### src/rtl/rom_loader.sv
// rom_loader -- HPS ioctl download loader for the cartridge and BIOS stores.
//
// Steers each downloaded byte into the BIOS or cart dual-port RAM according
// to ioctl_index. For cart loads it recognises a 7800-style header ("ATARI"
// at offsets 1..5), latches the header fields and relocates the payload to
// address 0. When the load finishes it reports the payload size. A single
// write buffer gives the memory side backpressure through ioctl_wait.
//
// Optional feature: define ROM_LOADER_CHECKSUM_EN to add the checksum output.
//
// Ports:
//   clk_sys, reset        system clock, synchronous active-high reset
//   ioctl_*               HPS download stream (download window, byte strobe,
//                         offset, data, target index) and ioctl_wait stall
//   mem_addr/mem_data     buffered store write address and data
//   mem_we_cart/_bios     store write request, held until mem_ack
//   mem_ack               store accepted the current write this cycle
//   is_7800, cart_*       header match flag, payload size, header fields
//   joy0_type, joy1_type  header bytes 55 and 56
//   load_done             one-cycle pulse at the end of each cart load
//   initial_pause         high from reset until the first cart load completes
//   checksum              (ROM_LOADER_CHECKSUM_EN) 16-bit payload byte sum
module rom_loader #(
  parameter int          ADDR_W      = 18,
  parameter int          BIOS_ADDR_W = 12,
  parameter int          BIOS_INDEX  = 0,
  parameter int          HDR_LEN     = 128,
  parameter logic [39:0] MAGIC       = 40'h4154415249
) (
  input  logic              clk_sys,
  input  logic              reset,
  input  logic              ioctl_download,
  input  logic              ioctl_wr,
  input  logic [24:0]       ioctl_addr,
  input  logic [7:0]        ioctl_dout,
  input  logic [7:0]        ioctl_index,
  output logic              ioctl_wait,
  output logic [ADDR_W-1:0] mem_addr,
  output logic [7:0]        mem_data,
  output logic              mem_we_cart,
  output logic              mem_we_bios,
  input  logic              mem_ack,
  output logic              is_7800,
  output logic [31:0]       cart_size,
  output logic [15:0]       cart_flags,
  output logic [7:0]        joy0_type,
  output logic [7:0]        joy1_type,
  output logic [7:0]        cart_region,
  output logic [7:0]        cart_save,
  output logic              load_done,
  output logic              initial_pause
`ifdef ROM_LOADER_CHECKSUM_EN
  ,
  output logic [15:0]       checksum
`endif
);

  typedef enum logic [1:0] {IDLE, LOAD, DRAIN, FINISH} state_t;

  state_t              state_q, state_d;
  logic                dl_q;        // ioctl_download delayed, for edge detect
  logic                cart_q;      // target of the current window
  logic                full_q;
  logic [ADDR_W-1:0]   addr_q;
  logic [7:0]          data_q;
  logic [39:0]         magic_q;
  logic [15:0]         flags_q;
  logic [7:0]          joy0_q, joy1_q, region_q, save_q;
  logic [24:0]         last_addr_q;
  logic                written_q;
  logic [31:0]         size_q;
  logic                pause_q;

  logic                start, accept, hdr_hit;
  logic [ADDR_W-1:0]   cart_addr, bios_addr;
  logic [31:0]         la1, size_calc;

  assign start   = (state_q == IDLE) && ioctl_download && !dl_q;
  // A strobe while the buffer is full is a protocol violation: dropped.
  assign accept  = (state_q == LOAD) && ioctl_wr && !full_q;
  assign hdr_hit = (magic_q == MAGIC);

  // Payload behind a matched header is relocated to 0; header bytes land raw
  // at 0..HDR_LEN-1 first and are overwritten by the payload later.
  assign cart_addr = (hdr_hit && (ioctl_addr >= 25'(HDR_LEN)))
                   ? ADDR_W'(ioctl_addr - 25'(HDR_LEN))
                   : ioctl_addr[ADDR_W-1:0];
  assign bios_addr = ADDR_W'(ioctl_addr[BIOS_ADDR_W-1:0]);

  assign la1 = 32'(last_addr_q) + 32'd1;
  always_comb begin
    size_calc = 32'd0;
    if (written_q) begin
      if (!hdr_hit)                   size_calc = la1;
      else if (la1 >= 32'(HDR_LEN))   size_calc = la1 - 32'(HDR_LEN);
    end
  end

  always_comb begin
    state_d = state_q;
    case (state_q)
      IDLE:   if (start) state_d = LOAD;
      LOAD:   if (!ioctl_download) state_d = DRAIN;
      // Leave as soon as the buffer is empty or empties on this cycle.
      DRAIN:  if (!full_q || mem_ack) state_d = FINISH;
      FINISH: state_d = IDLE;
      default: state_d = IDLE;
    endcase
  end

  always_ff @(posedge clk_sys) begin
    if (reset) begin
      state_q     <= IDLE;
      dl_q        <= 1'b0;
      cart_q      <= 1'b0;
      full_q      <= 1'b0;
      addr_q      <= '0;
      data_q      <= '0;
      magic_q     <= '0;
      flags_q     <= '0;
      joy0_q      <= '0;
      joy1_q      <= '0;
      region_q    <= '0;
      save_q      <= '0;
      last_addr_q <= '0;
      written_q   <= 1'b0;
      size_q      <= '0;
      pause_q     <= 1'b1;
    end else begin
      state_q <= state_d;
      dl_q    <= ioctl_download;

      if (start) begin
        cart_q      <= (ioctl_index != 8'(BIOS_INDEX));
        last_addr_q <= '0;
        written_q   <= 1'b0;
        // BIOS loads leave the cart header state untouched.
        if (ioctl_index != 8'(BIOS_INDEX)) begin
          magic_q  <= '0;
          flags_q  <= '0;
          joy0_q   <= '0;
          joy1_q   <= '0;
          region_q <= '0;
          save_q   <= '0;
        end
      end

      if (accept) begin
        full_q      <= 1'b1;
        data_q      <= ioctl_dout;
        addr_q      <= cart_q ? cart_addr : bios_addr;
        last_addr_q <= ioctl_addr;
        written_q   <= 1'b1;
        if (cart_q) begin
          if (ioctl_addr >= 25'd1 && ioctl_addr <= 25'd5)
            magic_q <= {magic_q[31:0], ioctl_dout};
          case (ioctl_addr)
            25'd53:  flags_q[15:8] <= ioctl_dout;
            25'd54:  flags_q[7:0]  <= ioctl_dout;
            25'd55:  joy0_q        <= ioctl_dout;
            25'd56:  joy1_q        <= ioctl_dout;
            25'd57:  region_q      <= ioctl_dout;
            25'd58:  save_q        <= ioctl_dout;
            default: ;
          endcase
        end
      end else if (full_q && mem_ack) begin
        full_q <= 1'b0;
      end

      if (state_q == FINISH && cart_q) begin
        size_q  <= size_calc;
        pause_q <= 1'b0;
      end
    end
  end

`ifdef ROM_LOADER_CHECKSUM_EN
  // Header membership is only known once the magic is in, so bytes below
  // HDR_LEN are summed separately and subtracted if the header matched.
  logic [15:0] sum_all_q, sum_hdr_q;
  always_ff @(posedge clk_sys) begin
    if (reset) begin
      sum_all_q <= '0;
      sum_hdr_q <= '0;
    end else if (start) begin
      sum_all_q <= '0;
      sum_hdr_q <= '0;
    end else if (accept && cart_q) begin
      sum_all_q <= sum_all_q + 16'(ioctl_dout);
      if (ioctl_addr < 25'(HDR_LEN)) sum_hdr_q <= sum_hdr_q + 16'(ioctl_dout);
    end
  end
  assign checksum = hdr_hit ? (sum_all_q - sum_hdr_q) : sum_all_q;
`endif

  // Write request and stall drop in the very cycle reset is sampled.
  assign ioctl_wait    = full_q & ~reset;
  assign mem_we_cart   = full_q &  cart_q & ~reset;
  assign mem_we_bios   = full_q & ~cart_q & ~reset;
  assign mem_addr      = addr_q;
  assign mem_data      = data_q;
  assign is_7800       = hdr_hit;
  assign cart_size     = size_q;
  assign cart_flags    = flags_q;
  assign joy0_type     = joy0_q;
  assign joy1_type     = joy1_q;
  assign cart_region   = region_q;
  assign cart_save     = save_q;
  assign load_done     = (state_q == FINISH) && cart_q;
  assign initial_pause = pause_q;

endmodule
### config.mk
export PLATFORM = sky130hd
export DESIGN_NAME = rom_loader
export DESIGN_NICKNAME = d
export VERILOG_FILES = /design/src/rtl/rom_loader.sv
export SDC_FILE = /design/constraint.sdc
export NUM_CORES = 1
export LEC_CHECK = 0
export ABC_CLOCK_PERIOD_IN_PS = 2800
export CAP_MARGIN = 20
export CORE_AREA = 2 2 218 113
export CTS_CLUSTER_SIZE = 16
export DETAILED_ROUTE_END_ITERATION = 7
export DIE_AREA = 0 0 220 115
export PLACE_DENSITY = 0.61
export SYNTH_ARGS = -nofsm -noshare
export SYNTH_HDL_FRONTEND = slang
export SYNTH_SLANG_ARGS = --single-unit
### constraint.sdc
create_clock -name clk_sys -period 2.8 [get_ports clk_sys]
set_input_delay 0.56 -clock clk_sys [delete_from_list [all_inputs] [get_ports clk_sys]]
set_output_delay 0.56 -clock clk_sys [all_outputs]
set_load 0.01 [all_outputs]
# Word level (Yosys, flattened, before mapping)
# Cells that the tools add are included.
[word_totals] inputBits=46 out_inout_bits=112 reg_bits=178
[classes] n_reduce_logical=16 bitwise=7 add_sub_neg=3 n_eq_ne=13 magnitude_cmp=4 n_mux=46
[ops] op="2-to-1 mux 40 bit" n=5
[ops] op="2-to-1 mux 8 bit" n=22
[ops] op="equality test 25 x 6 -> 1 bit (second input constant)" n=6
[ops] op="2-to-1 mux 32 bit" n=3
[ops] op="2-to-1 mux 16 bit" n=4
[ops] op="2-to-1 mux 25 bit" n=2
[ops] op="equality test 40 x 39 -> 1 bit (second input constant)" n=1
[ops] op="2-to-1 mux 18 bit" n=2
[ops] op="subtractor 26 x 8 -> 27 bit (second input constant)" n=1
[ops] op="adder 25 x 1 -> 26 bit (second input constant)" n=1
[ops] op=">= comparator 26 x 8 -> 1 bit (second input constant)" n=1
[ops] op=">= comparator 25 x 1 -> 1 bit (second input constant)" n=1
[ops] op=">= comparator 25 x 8 -> 1 bit (second input constant)" n=1
[ops] op="less-or-equal comparator 25 x 3 -> 1 bit (second input constant)" n=1
[ops] op="subtractor 18 x 8 -> 18 bit (second input constant)" n=1
[ops] op="logical AND 1 bit" n=8
[ops] op="case mux 2 bit (4 select lines)" n=1
[ops] op="nonzero test 8 bit" n=1
[ops] op="2-to-1 mux 2 bit" n=3
[ops] op="!= test 2 bit (second input constant)" n=3
[ops] op="bitwise AND 1 bit" n=5
[ops] op="equality test 2 bit (second input constant)" n=2
[ops] op="2-to-1 mux 1 bit" n=4
[ops] op="nonzero test 2 bit" n=2
[ops] op="6 further kinds" n=8

# Longest topological paths before layout
[logic_depth] word_depth=7 depth_mapped=14

# Worst setup path before layout
# No wires, ideal clock.
[synth_path] path_kind="reg2reg" startpoint="register last_addr_q[0]" endpoint="register size_q[10], in the netlist cart_size[10]" synth_period_minus_slack_ps=2828 required_ps=2678 n_path_buf=2 arrival_ps=2706 setup_ps=122 slack_ps=-28 stages_incl_launch_ff=11 cell_sequence="dfxtp_1 > ha_1 > buf_2 > nand2_1 > nor4_4 > a21boi_0 > nor4_4 > nand4_1 > o21ai_2 > buf_2 > o21ai_0"
[synth_between] elab_chain_cells=5
[synth_lines] element="start: declaration" line_no="69" rtl="logic [24:0] last_addr_q;"
[synth_lines] element="start signal: assignment" line_no="152" rtl="last_addr_q <= ioctl_addr;"
[synth_lines] element="adder 25 x 1 -> 26 bit *" line_no="90" rtl="assign la1 = 32'(last_addr_q) + 32'd1;"
[synth_lines] element="subtractor 26 x 8 -> 27 bit / >= comparator 26 x 8 -> 1 bit (equally long branches)" line_no="95" rtl="else if (la1 >= 32'(HDR_LEN)) size_calc = la1 - 32'(HDR_LEN);"
[synth_lines] element="2-to-1 mux 32 bit" line_no="95"
[synth_lines] element="2-to-1 mux 32 bit *" line_no="94" rtl="if (!hdr_hit) size_calc = la1;"
[synth_lines] element="2-to-1 mux 32 bit *" line_no="93" rtl="if (written_q) begin"
[synth_lines] element="end signal: assignment" line_no="172" rtl="size_q <= size_calc;"
[synth_lines] element="end: declaration" line_no="71" rtl="logic [31:0] size_q;"
# Every way passes the cells marked *; elsewhere a longest branch is shown, timed or not.
# A chain may end at the register's enable or synchronous reset.

# Worst setup path in the final report
[layout_path] startpoint="register last_addr_q[0]" endpoint="register size_q[18], in the netlist cart_size[18]"
# Same word-level chain as after synthesis.

==> flow_metrics.tcl <==
set metrics [dict create \
    status "completed" \
    endpoint_kind "flop" \
    reg2reg_from "last_addr_q[0]" \
    routed.top_layer "met4" \
    min_path_cells 2 \
    peakVddDrop_uv 405 \
    required_ns 3.12 \
    synth_top_cell_by_area "dfxtp_1" \
    area_growth_pct 42.5 \
    drtIter0Drc 915 \
    reg2reg_to "cart_size[18]" \
    synth-edff-count 0 \
    hold_path.class "flop to flop" \
    dieArea_um2 25300 \
    drv_cap 0 \
    reg2reg_depth 10 \
    dr.pass1.iters 5 \
    tightest_slew_ns 0.983 \
    worstSkewPairLatency_ns 0.45 \
    finalCriticalPeriod_ns 2.73 \
    grt_overflow_total 0 \
    cts-buffers-inserted 17 \
    synth_cell_types 66 \
    regArea_um2 3470 \
    fin_cells 1544 \
    drc 0 \
    syn_nets 1057 \
    final-setup-viol-count 0 \
    drive_gt1_share_pct 16.7 \
    slew-limit-headroom_pct 34.5 \
    hold_viol 0 \
    nFillCells 2294 \
    grt_first_pass_wirelength_mm 42.7 \
    seqPwrFrac_pct 39.4 \
    crit_type "flop to flop" \
    avgSynthCellArea_um2 8.06 \
    hold_path_end "cart_size[19]" \
    fin_skew_ns 0.0180 \
    initial_core_util_pct 34.5 \
    rows 40 \
    synth.cell_area_um2 8080 \
    nets 1270 \
    synth_top_family_by_area "simple AND/OR/NAND/NOR gates" \
    synth-xor-area-share_pct 4.55 \
    slew_viol_final 0 \
    clkTransAtPathRegs_ns 0.07 \
    vias_per_cell 5.30 \
    yosysWarnings 0 \
    antenna_cells 0 \
    synthMuxAreaShare_pct 0.619 \
    yosys.area_share.simple_pct 28.3 \
    vias 8189 \
    cts_max_path_buffers 2 \
    synthAdderAreaFrac_pct 1.24 \
    p_int_w 0.00467 \
    cts-root-buf "clkbuf_16" \
    synth_top_flop_cell "dfxtp_1" \
    power_leakage_nw 4.15 \
    p_switching_w 0.00232 \
    grt_max_degree 59 \
    hold_path_startpoint "cart_size[19]" \
    io_buffers 157 \
    holdBufCountCts 0 \
    place_hpwl_mm 20.9 \
    switching_share_pct 33.2 \
    yosysTopAreaCellShare_pct 42.9 \
    clock_sinks 173 \
    ant_nets 0 \
    crit_fanout 8 \
    routedWlPerCell_um 18.1 \
    cp.arrival_ns 3.05 \
    cp-start-kind "flop" \
    finalCritPeriodShare_pct 97.4 \
    synthCells 1003 \
    ios 158 \
    comb_power_share_pct 24.2 \
    gp_congestion 0.927 \
    ys_seq_area_share_pct 42.9 \
    wl_met3_mm 2.52 \
    ys_ff_latch 173 \
    fp.dieW_um 220 \
    dieHeight_um 115 \
    synth_area_leaders "dfxtp_1 (43%), nand2_1 (7.5%), a21oi_1 (7.2%), nand3_1 (5.2%), xnor2_1 (3.5%)" \
    track_usage_pct 22.1 \
    p_clk_share_pct 36.3 \
    cts_tree "built" \
    power.total_w 0.00700 \
    synth_compound_area_share_pct 17.8 \
    timing.setup.tns_ns 0 \
    antenna_found_initial 0 \
    cts_max_level 4 \
    finalWirelength_mm 27.9 \
    cp-startpoint "last_addr_q[0]" \
    wl_met1_mm 14.9 \
    route.met2.wl_mm 10.3 \
    core_area_um2 23400 \
    power_density_nw_per_um2 608 \
    multi_input_area_um2 4440 \
    synthArstFlopShare_pct 0 \
    placedCellCount 1505 \
    grt_pass1_vias 7468 \
    max_freq_mhz 367 \
    reg2reg_slack_ns 0.07 \
]
[cell usage in the layout (no fill, tap or decap), drive strengths merged, types with 15 or more instances in the layout]
cell | netlist | routed
a21oi | 116 | 116
clkbuf | 46 | 18
nor3 | 18 | 18
inv | 10 | 17
nand4 | 22 | 22
xnor2 | 32 | 32
o21ai | 51 | 51
and2 | 15 | 15
nor4 | 17 | 17
buf | 31 | 114
nand2 | 161 | 161
clkdlybuf4s50 | 0 | 148
a22oi | 26 | 26
nand3 | 84 | 84
dfxtp | 173 | 173
nor2 | 62 | 62
[kinds of logic (layout without fill, tap and decap cells)]
group / Yosys count / count (layout)
flops: 173 / 173
compound gates: 244 / 244
xor+xnor: 42 / 42
buf+inv: 87 / 313
fa+ha+maj: 8 / 8
simple gates: 444 / 444
mux: 5 / 5
[worst max-delay path, stage by stage (launching register included)]
cell,delay [ns]
dfxtp_2,0.34
buf_4,0.16
nand3_1,0.15
buf_4,0.18
nor3_1,0.09
or4_1,0.52
a211oi_4,0.45
nand3_4,0.16
o21ai_4,0.27
clkbuf_16,0.20
o21ai_0,0.08
[per-layer routing]
layer / GRT usage, % / up-vias
met5: 0 / -
met4: 5.95 / 0
met3: 6.61 / 19
met2: 26.7 / 309
met1: 35.7 / 3858
li1: - / 4003
[how the worst max path moves through the flow]
| stage | slack, ns | to | cells after the start |
|---|---|---|---|
| global placement | -0.59 | cart_flags[10] | 8 |
| floorplan | 0.01 | cart_flags[10] | 8 |
| detailed placement | -0.63 | cart_flags[14] | 8 |
| CTS | -0.002 | cart_flags[14] | 11 |
| finish | 0.07 | cart_size[18] | 10 |
| global route | -0.04 | cart_size[7] | 12 |
[state kept, by name, indices dropped and copies added, names as in the netlist, 2 cells and up]
signal	count
magic_q	40
cart_size	27
last_addr_q	25
mem_addr	18
cart_flags	16
cart_region	8
cart_save	8
joy0_type	8
joy1_type	8
mem_data	8
state_q	2
[what timing repair did]
action                     CTS  global route
resized for setup            9            43
pin swaps                    1            16
gates cloned                 0             2
setup buffers                1             4
setup endpoints to repair   36            75
[power groups by stage]
stage | sequential (W) | combinational (W) | clock (W)
finish | 0.00276 | 0.00170 | 0.00254
global placement | 0.00280 | 0.00158 | 0
CTS | 0.00275 | 0.00161 | 0.00258
global route | 0.00278 | 0.00184 | 0.00270
detailed placement | 0.00280 | 0.00160 | 0
floorplan | 0.00277 | 0.000883 | 0
[final cells by class]
cell class                      count  share of cell area (%)
Sequential cell                   173                    30.1
Clock inverter                     15                    1.83
Inverter                           10                   0.326
Clock buffer                       17                    3.70
Multi-Input combinational cell    743                    38.6
Timing Repair Buffer              271                    22.0
Tap cell                          315                    3.42
[stage by stage]
stage          hold slack [ns]  setup WS (ns)  utilization [%]  area [µm²]
3_5_place_dp             0.438         -0.630             45.2       10600
4_1_cts                  0.447       -0.00249             48.1       11300
6_report                 0.444         0.0739             49.2       11500
2_1_floorplan            0.437         0.0132                -        8090
5_1_grt                  0.480        -0.0398             49.2       11500
3_3_place_gp             0.435         -0.589             45.2       10600
[Yosys cell counts, types with 4 or more instances]
cell	count
nand2_1	161
buf_4	6
or4_1	4
o31ai_1	5
or3_1	7
xnor2_1	32
nor4b_1	5
and4_1	4
and3_1	13
or2_2	7
clkbuf_1	46
nor4_4	4
nor4_1	13
xor2_1	10
nand3_1	84
a2bb2oi_1	4
nand2b_1	4
nor3b_1	4
nor2_1	62
o21ai_1	5
and2_1	14
nand4_1	20
dfxtp_1	173
mux2i_1	5
a21oi_1	116
o21ai_0	45
ha_1	8
a211oi_1	8
a31oi_1	7
buf_1	11
nor2b_1	4
buf_2	13
nor4bb_1	4
nor3_1	17
inv_1	10
a22oi_1	26
No activity file was read; power rests on OpenSTA's default activity.
